<file path="src/rtl/capture_mem_writer_if.sv">
// Capture memory write port shared between capture_mem_writer and the memory.
//
// Handshake: mem_wr_en is a one-cycle valid with no ready; the memory must
// accept every write in the cycle it is presented. mem_wr_addr and mem_wr_data
// are only meaningful while mem_wr_en is high and hold their value otherwise.
interface capture_mem_writer_if #(
    parameter int DATA_W = 8,
    parameter int ADDR_W = 17
);
    logic              mem_wr_en;
    logic [ADDR_W-1:0] mem_wr_addr;
    logic [DATA_W-1:0] mem_wr_data;

    modport master (
        output mem_wr_en,
        output mem_wr_addr,
        output mem_wr_data
    );

    modport slave (
        input mem_wr_en,
        input mem_wr_addr,
        input mem_wr_data
    );
endinterface

</file>
<file path="src/rtl/capture_mem_writer.sv">
// Capture memory writer: synchronises the ADC sample clock into clk-domain
// strobes, writes each sample into a circular capture buffer and keeps the
// write pointer and the re-trigger timeout counter for the acquisition FSM.
module capture_mem_writer #(
    parameter int DATA_W = 8,
    parameter int ADDR_W = 17,
    parameter int DEPTH  = 51200,
    parameter int CNT_W  = 16
) (
    input  logic                  clk,
    input  logic                  reset_n,
    input  logic                  adc_clk_in,
    input  logic [DATA_W-1:0]     adc_data,
    input  logic                  adc_clk_enable_n,
    input  logic                  restart_mem_n,
    input  logic                  restart_count_n,
    output logic [ADDR_W-1:0]     address,
    output logic [CNT_W-1:0]      count,
    output logic                  frame_done,
    capture_mem_writer_if.master  mem
);

    // "Frame full" marker and the last real memory location.
    localparam logic [ADDR_W-1:0] DEPTH_A = ADDR_W'(DEPTH);
    localparam logic [ADDR_W-1:0] LAST_A  = ADDR_W'(DEPTH - 1);
    localparam logic [CNT_W-1:0]  CNT_MAX = '1;

    logic              s1;
    logic              s2;
    logic              s3;
    logic              adc_edge;
    logic              strobe;
    logic              frame_full;
    logic              wr_en_q;
    logic [ADDR_W-1:0] wr_addr_q;
    logic [DATA_W-1:0] wr_data_q;

    // Two-flop synchroniser for the ADC clock plus a delay flop for edge detect.
    always_ff @(posedge clk or negedge reset_n) begin
        if (!reset_n) begin
            s1 <= 1'b0;
            s2 <= 1'b0;
            s3 <= 1'b0;
        end else begin
            s1 <= adc_clk_in;
            s2 <= s1;
            s3 <= s2;
        end
    end

    // One strobe per ADC rising edge; edges seen while disabled are dropped.
    assign adc_edge   = s2 & ~s3;
    assign strobe     = adc_edge & adc_clk_enable_n;
    assign frame_full = (address == DEPTH_A);

    // Write path and pointer: restart wins over a strobe; a full frame wraps
    // to location 0 on the next sample, giving a circular pre-trigger buffer.
    always_ff @(posedge clk or negedge reset_n) begin
        if (!reset_n) begin
            address    <= '0;
            wr_en_q    <= 1'b0;
            wr_addr_q  <= '0;
            wr_data_q  <= '0;
            frame_done <= 1'b0;
        end else if (!restart_mem_n) begin
            address    <= '0;
            wr_en_q    <= 1'b0;
            frame_done <= 1'b0;
        end else if (strobe) begin
            wr_en_q    <= 1'b1;
            wr_data_q  <= adc_data;
            wr_addr_q  <= frame_full ? '0 : address;
            address    <= frame_full ? ADDR_W'(1) : address + ADDR_W'(1);
            frame_done <= (address == LAST_A);
        end else begin
            wr_en_q    <= 1'b0;
            frame_done <= 1'b0;
        end
    end

    // Timeout counter: counts strobes regardless of restart_mem_n, saturates.
    always_ff @(posedge clk or negedge reset_n) begin
        if (!reset_n) begin
            count <= '0;
        end else if (!restart_count_n) begin
            count <= '0;
        end else if (strobe && (count != CNT_MAX)) begin
            count <= count + CNT_W'(1);
        end
    end

    assign mem.mem_wr_en   = wr_en_q;
    assign mem.mem_wr_addr = wr_addr_q;
    assign mem.mem_wr_data = wr_data_q;

endmodule

</file>
<file path="src/flat_wrapper.sv">
// flat-port wrapper written by rule: the top's interface ports become plain ports
module capture_mem_writer_flat 
#(
    parameter int DATA_W = 8,
    parameter int ADDR_W = 17,
    parameter int DEPTH  = 51200,
    parameter int CNT_W  = 16
)
  (clk, reset_n, adc_clk_in, adc_data, adc_clk_enable_n, restart_mem_n, restart_count_n, address, count, frame_done, mem_mem_wr_en, mem_mem_wr_addr, mem_mem_wr_data);
  capture_mem_writer_if #(.DATA_W(DATA_W), .ADDR_W(ADDR_W)) mem_i ();
  input  logic clk;
  input  logic reset_n;
  input  logic adc_clk_in;
  input  logic [DATA_W-1:0] adc_data;
  input  logic adc_clk_enable_n;
  input  logic restart_mem_n;
  input  logic restart_count_n;
  output logic [ADDR_W-1:0] address;
  output logic [CNT_W-1:0] count;
  output logic frame_done;
  output wire logic [$bits(mem_i.mem_wr_en)-1:0] mem_mem_wr_en;
  output wire logic [$bits(mem_i.mem_wr_addr)-1:0] mem_mem_wr_addr;
  output wire logic [$bits(mem_i.mem_wr_data)-1:0] mem_mem_wr_data;
  assign mem_mem_wr_en = mem_i.mem_wr_en;
  assign mem_mem_wr_addr = mem_i.mem_wr_addr;
  assign mem_mem_wr_data = mem_i.mem_wr_data;
  capture_mem_writer #(.DATA_W(DATA_W), .ADDR_W(ADDR_W), .DEPTH(DEPTH), .CNT_W(CNT_W)) u_core (.clk(clk), .reset_n(reset_n), .adc_clk_in(adc_clk_in), .adc_data(adc_data), .adc_clk_enable_n(adc_clk_enable_n), .restart_mem_n(restart_mem_n), .restart_count_n(restart_count_n), .address(address), .count(count), .frame_done(frame_done), .mem(mem_i));
endmodule
</file>
<file path="config.mk">
export PLATFORM = sky130hd
export DESIGN_NAME = capture_mem_writer_flat
export DESIGN_NICKNAME = d
export VERILOG_FILES = /design/src/rtl/capture_mem_writer_if.sv /design/src/rtl/capture_mem_writer.sv /design/src/flat_wrapper.sv
export SDC_FILE = /design/constraint.sdc
export NUM_CORES = 1
export LEC_CHECK = 0
export CORE_ASPECT_RATIO = 0.75
export CORE_MARGIN = 4
export CORE_UTILIZATION = 49
export DETAILED_ROUTE_END_ITERATION = 6
export PLACE_DENSITY = 0.9
export SYNTH_ARGS = -nofsm -noshare
export SYNTH_HDL_FRONTEND = slang
export SYNTH_SLANG_ARGS = --single-unit
</file>
<file path="constraint.sdc">
create_clock -name clk -period 1.7 [get_ports clk]
set_input_delay 0.255 -clock clk [delete_from_list [all_inputs] [get_ports clk]]
set_output_delay 0.255 -clock clk [all_outputs]
set_load 0.02 [all_outputs]
</file>
* After elaboration in Yosys (flattened, before gate mapping)
Index checks and enable logic that the tools add are counted.
Word-level totals: output and inout bits 60, bits in registers 63, logic and storage cells 31
Operators by class: $add $sub $neg 2, reduce and logical (&&, ||, !) cells 2, bitwise logic cells 3, eq/ne operators 5, mux-type cells 10
Operators with widths (number):
- 17-bit two-way mux | 4
- 17-bit by 16-bit == test with 1-bit output, second input constant | 2
- 16-bit two-way mux | 2
- 17-bit by 1-bit adder with 17-bit output, second input constant | 1
- 16-bit by 1-bit adder with 16-bit output, second input constant | 1
- 16-bit inequality test, second input constant | 1
- 1-bit two-way mux | 4
- 2-bit by 1-bit inequality test with 1-bit output, second input constant | 2
- 1-bit AND | 2
- 2-bit AND reduction | 1
- 1-bit logical AND | 1
- 1-bit inverter | 1

* Logic depth before layout (Yosys ltp)
Gate-level depths: netlist (run 1).
depth after elaboration 6, gate-level depth with buffers 8

* Worst setup path after synthesis (run 1)
Ideal clock, no wire load.
path kind reg2reg, from reg u_core.count[0], to reg u_core.count[13], buffers on the path 1, library setup time 119 ps, stages on the path, launching flop included 8, period minus slack after synthesis 1721 ps, arrival 1602 ps, setup slack -21 ps, cells stage by stage dfrtp_1 > ha_1 > nand4_1 > o41a_1 > buf_6 > nand4_1 > xnor2_1 > and2_1
Between the ends: longest elaborated chain between the ends 3, elaborated cells on any way between the ends 6, classes of those cells 1 x add/sub; 2 x eq/ne; 2 x mux; 1 x reduce/logical
RTL lines:
- from (decl) | RTL line capture_mem_writer.sv:18 | output logic [CNT_W-1:0] count,
- from (signal assigned) | RTL line capture_mem_writer.sv:88 | count <= count + CNT_W'(1);
- 16-bit by 1-bit adder with 16-bit output or 16-bit inequality test (tied branches) | RTL line capture_mem_writer.sv:88, capture_mem_writer.sv:87
- 16-bit two-way mux or 1-bit logical AND (tied branches) | RTL line capture_mem_writer.sv:87 | end else if (strobe && (count != CNT_MAX)) begin
- 16-bit two-way mux or 2-bit by 1-bit inequality test with 1-bit output (tied branches)
Several ways; a longest one is shown, not always the timed one. The select of a mux whose other input is x is not followed. A chain may end at the register's enable or synchronous reset.

* Worst setup path in the final report (run 1)
from reg u_core.count[9], to reg u_core.count[15]
Same word-level chain as after synthesis.

==> results of run 1 <==
==> cells by family after synthesis <==
family                     Yosys count
xor gates and xnor gates            13
muxes                                3
buffers and inverters               19
adders and majority gates            3
AOI/OAI and AO/OA                   21
and+or+nand+nor                    188
DFF                                 63
==> Yosys cell counts (all sizes together) (3+ instances only) <==
cell type | number | area (sq um)
and3 | 8 | 51.3
nor2 | 7 | 26.3
dfrtp | 63 | 1580
nand2 | 89 | 334
xnor2 | 12 | 105
and4 | 3 | 26.3
mux2i | 3 | 30.0
or3 | 10 | 62.6
inv | 6 | 22.5
nand4 | 12 | 75.1
nor2b | 3 | 18.8
and2 | 13 | 81.3
nand3 | 32 | 165
ha | 3 | 37.5
o21ai | 5 | 25.0
clkbuf | 5 | 18.8
buf | 8 | 48.8
nor3 | 3 | 15.0
==> final cells by class <==
cell class              count  share of cell area
clock buffers              12              0.0373
clock inverters             3              0.0147
inverters                   6             0.00508
multi-input cells         228               0.293
flip-flops and latches     63               0.357
well taps                  78              0.0220
repair buffers            136               0.271
==> power by group through the flow <==
stage | Sequential, mW | Combinational (mW) | Clock [mW]
after floorplan | 1.65 | 0.0686 | 0
after global placement | 1.60 | 0.313 | 0
after detailed placement | 1.60 | 0.320 | 0
after CTS | 1.57 | 0.323 | 1.54
after global routing | 1.57 | 0.351 | 1.61
final | 1.57 | 0.323 | 1.51
==> what timing repair did <==
action	4_1_cts	5_1_grt
buffers inserted	0	2
setup endpoints to repair	34	24
pin swaps	1	6
hold endpoints to repair	63	0
resized for setup	30	18
hold buffers	1	0
==> per-stage QoR <==
step	cells	setup WS (ps)
after floorplan	310	8.38
after global placement	509	-168
after detailed placement	509	-167
after CTS	525	2.21
after global routing	526	-37.9
final	526	44.6
==> metal layers <==
layer | wire, um | vias to the layer above | GRT usage
met5 | 0 | - | 0
met4 | 176 | 0 | 0.0779
met3 | 669 | 17 | 0.0741
met2 | 3960 | 111 | 0.371
met1 | 3680 | 1336 | 0.317
li1 | - | 1331 | -
==> final timing paths <==
kind | from | endpoint | slack (ps) | cells past startpoint
min in group asynchronous | reset_n | u_core.mem.mem_wr_data[6] | 430 | 3
hold / removal | adc_clk_in | u_core.s1 | 350 | 1
setup / recovery | u_core.count[9] | u_core.count[15] | 40 | 6
hold reg to reg | u_core.s1 | u_core.s2 | 350 | 0
setup reg to reg | u_core.count[9] | u_core.count[15] | 40 | 6
max in group asynchronous | reset_n | u_core.count[1] | 950 | 3
==> registers in the layout, indices dropped and copies added, names as in the netlist <==
name,cells
u_core.mem.mem_wr_en,1
u_core.frame_done,1
u_core.count,16
u_core.mem.mem_wr_data,8
u_core.s3,1
u_core.address,17
u_core.mem.mem_wr_addr,17
u_core.s1,1
u_core.s2,1
==> qor.txt, run 1 <==
Rel. slew slack = 0.766
Fin Setup TNS = 0 ps
WP buf/inv = 1
CTS sink cnt = 63
Sw Ratio = 0.227
skew final = 10.3 ps
H-tree depth = 3
Synth Net Count = 327
crit path kind = reg -> reg
Routed Antenna Nets = 0
worst-margin pin slew = 348 ps
Fin. Hold Viols = 0
final setup fails = 0
Synth Area in Compound Gates = 0.0535
worst min path class = in -> reg
design area = 4430 sq um
Clk pwr share = 0.444
Pre-Repair DR Iteration Count = 7
routed len/inst = 16.1 um
max incr delay on CP = 480 ps
Tot Pwr = 3.41 mW
synth unique cells = 40
ys async rst share = 1.00
Int Pwr = 2.63 mW
Slowest-stage cell, CP = or4b_1
Overflow after GRT = 0
RD Place Congestion = 0.898
worst-path fanout max = 3
CP cell instances = nand4_1, buf_4, nor2_2, nand4_1, or4b_1, nand2_1
fin util = 0.764
synthesized cell area = 2920 sq um
die area = 7280 sq um
PwrDens = 769 nW/um^2
sequential share of power = 0.461
diode count = 0
worst vdd ir = 0.812 mV
Max-Cap Viols = 0
first-pass GRT wire length = 13.4 mm
failing checks = design-rule violations
DR iter-0 viols = 241
Cell Rows = 24
share of cells above drive strength 1 = 0.214
Reg clk slew, reported paths = 70 ps
number of global-route vias before repair = 2717
outcome = finished, violations left
Mapped Cells = 310
mux contribution to synthesized area = 0.0103
register bit total from synthesis = 63
final period utilization = 0.974
Final Net Count = 461
largest net degree at the start of global routing = 64
initial antenna violation count = 0
Num CTS Buffers = 9
Mapped Avg Cell Area = 9.43 sq um
worst endpoint data arrival time = 1950 ps
simple-gate area share of the yosys netlist = 0.315
Post-synth EDFFs = 0
routed vias = 2795
RSZ-0062 raised after global routing = yes
CP Capture Type = register
HPWL Detailed = 5.85 mm
global-route usage over all layers = 0.236
ys flop type = dfrtp_1
Core Box Area = 5800 sq um
area occupied by multi-input gates = 1300 sq um
Combinational Power Share = 0.095
I/O Pins = 74
chip width = 97.2 um
combinational family with the most area after synthesis = simple AND/OR/NAND/NOR gates
CTS max path bufs = 2
Final Hold Slack = 348 ps
Area Overhead vs Synth = 51.5%
I/O Buffers = 73
maximum clock rate = 0.604 GHz
most frequent cells in the layout = 89 x nand2_1, 60 x buf_4, 58 x dfrtp_1
commonest non-fill, non-tap cell in the layout = nand2_1
root buf cell = clkbuf_8
starting density of the core = 0.505
Fill cells = 356
Die Span Y = 74.9 um
Psw = 774 uW
most used cell, CP = nand4_1
routed vias/inst = 5.31
max-slew violations = 0
Critical Path RT = 1990 ps
Routed WL = 8.48 mm
Seq/Total Area, Yosys = 0.539
area taken by flip-flops and latches = 1580 sq um
Period minus WS final = 1660 ps
Leakage = 2.32 nW
Critical Path Start Type = register
Synth Area in Adders = 0.0128
DP Area = 4150 sq um
xor/xnor share of the synthesized area = 0.0389
kind of cell adding the most delay to the critical path = simple AND/OR/NAND/NOR gates
Clk Latency, worst-skew pair = 350 ps
Yosys warning count = 0
CTS tree = done
Residual DRC = 2
Note: power is estimated with default switching activity, not from simulation.
==> run 2, diff against run 1 <==
- CORE_UTILIZATION: 49 -> 53
- PLACE_DENSITY: 0.9 -> 0.95
- clock period: 1.7 -> 2.1 ns (I/O delays scaled with it)
==> run 2 against run 1 <==
Against the previous run:
- the flow now finishes without violations
- critical endpoint is now u_core.address[10]
- critical path type unchanged
- final cell count decreased by 9.7%
- sequential share of layout area increased by 3.5 points
- largest cell class unchanged
- wire length fell by 13%
==> qor.txt, run 2 (synthesis results as in run 1) <==
outcome = completed
chip width = 93.8 um (-3.5%)
Tot Pwr = 2.65 mW (-22%)
global-route usage over all layers = 0.228 (-0.00718)
worst min path class = reg -> reg
crit path kind = reg -> reg
design area = 4020 sq um (-9.4%)
routed vias/inst = 5.49 (+3.3%)
Period minus WS final = 1830 ps (+172 ps)
Reg clk slew, reported paths = 60 ps (about the same)
Routed WL = 7.38 mm (-13%)
Fin. Hold Viols = 0 (unchanged)
Routed Antenna Nets = 0 (unchanged)
Sw Ratio = 0.226 (-0.00174)
diode count = 0 (unchanged)
Leakage = 1.83 nW (-21%)
H-tree depth = 3 (unchanged)
routed len/inst = 15.5 um (-3.7%)
Cell Rows = 23 (-4.2%)
CTS sink cnt = 63 (unchanged)
I/O Pins = 74 (unchanged)
routed vias = 2608 (-6.7%)
worst-path fanout max = 8 (+5)
Fin Setup TNS = 0 ps (unchanged)
Num CTS Buffers = 9 (unchanged)
skew final = 10.8 ps (+0.494 ps)
Critical Path RT = 2320 ps (+330 ps)
max-slew violations = 0 (unchanged)
commonest non-fill, non-tap cell in the layout = nand2_1
CTS max path bufs = 2 (unchanged)
most frequent cells in the layout = 89 x nand2_1, 72 x clkdlybuf4s50_1, 63 x dfrtp_1
share of cells above drive strength 1 = 0.0825 (-0.132)
worst endpoint data arrival time = 2050 ps (+100 ps)
die area = 6780 sq um (-6.9%)
number of global-route vias before repair = 2602 (-4.2%)
Die Span Y = 72.3 um (-3.4%)
Max-Cap Viols = 0 (unchanged)
sequential share of power = 0.480 (+0.019)
CP Capture Type = register
RD Place Congestion = 0.874 (-2.7%)
RSZ-0062 raised after global routing = no
Core Box Area = 5350 sq um (-7.6%)
Clk Latency, worst-skew pair = 340 ps (about the same)
Pre-Repair DR Iteration Count = 4 (-3)
root buf cell = clkbuf_8
Int Pwr = 2.05 mW (-22%)
maximum clock rate = 0.547 GHz (-9.4%)
CTS tree = done
HPWL Detailed = 5.19 mm (-11%)
worst vdd ir = 0.447 mV (-45%)
Critical Path Start Type = register
I/O Buffers = 73 (unchanged)
Area Overhead vs Synth = 37.3%
initial antenna violation count = 0 (unchanged)
Final Hold Slack = 352 ps (+3.46 ps)
Overflow after GRT = 0 (unchanged)
starting density of the core = 0.546 (+0.0417)
Combinational Power Share = 0.094 (about the same)
Clk pwr share = 0.427 (-0.017)
first-pass GRT wire length = 12.0 mm (-10%)
Residual DRC = 0 (-2)
Psw = 598 uW (-23%)
worst-margin pin slew = 464 ps (+115 ps)
Final Net Count = 413 (-10%)
cts repair resizes = 0 (-100%)
DP Area = 3790 sq um (-8.7%)
DR iter-0 viols = 158 (-34%)
PwrDens = 660 nW/um^2 (-14%)
final period utilization = 0.870 (-0.104)
largest net degree at the start of global routing = 64 (unchanged)
Rel. slew slack = 0.688 (-0.0777)
final setup fails = 0 (unchanged)
-- run 2: timing repair --
item | in CTS | in global routing
hold buffers | 1 | 0
hold endpoints to repair | 63 | 0
buffers inserted | 0 | 0
-- run 2: cell type report --
class	instances	area [sq um]
fill	361	1340
clock inverter	4	70.1
timing repair buffer	88	853
multi-input combinational	228	1260
clock buffer	11	141
inverter	6	22.5
tap	75	93.8
sequential	63	1580
-- run 2: per-layer routing --
layer / global-route usage / share of wire / vias to the layer above / routed length, um
met3: 0.0860 / 0.079 / 13 / 586
met5: 0 / 0 / - / 0
li1: - / - / 1236 / -
met4: 0.0833 / 0.022 / 0 / 161
met1: 0.286 / 0.43 / 1268 / 3150
met2: 0.365 / 0.47 / 91 / 3480
-- run 2: path summary, 6_finish.rpt --
check                                  start                         to  slack [ps]  depth (start not counted)
setup / recovery           u_core.address[0]         u_core.address[10]         270                          5
hold / removal                     u_core.s1                  u_core.s2         350                          0
setup reg to reg           u_core.address[0]         u_core.address[10]         270                          5
hold reg to reg                    u_core.s1                  u_core.s2         350                          0
max in group asynchronous            reset_n         u_core.address[13]        1310                          3
min in group asynchronous            reset_n  u_core.mem.mem_wr_data[7]         500                          3
-- run 2: metrics by stage --
step                      utilization  instances  setup slack [ps]
after detailed placement        0.709        459               118
after CTS                       0.750        475               278
after global placement          0.709        459               197
final                           0.750        475               272
after floorplan                     -        310               379
after global routing            0.750        475               155
-- run 2: critical path, stage by stage (launching register included) --
cell	delay [ps]
dfrtp_1	460
ha_1	280
and4_1	410
nand3_1	140
nor2b_1	160
a211o_1	260
-- run 2: power groups by stage --
stage	sequential, mW	clock (mW)	combinational (mW)
after floorplan	1.34	0	0.0555
after global placement	1.29	0	0.241
after detailed placement	1.29	0	0.248
after CTS	1.27	1.16	0.251
after global routing	1.28	1.21	0.266
final	1.27	1.13	0.248
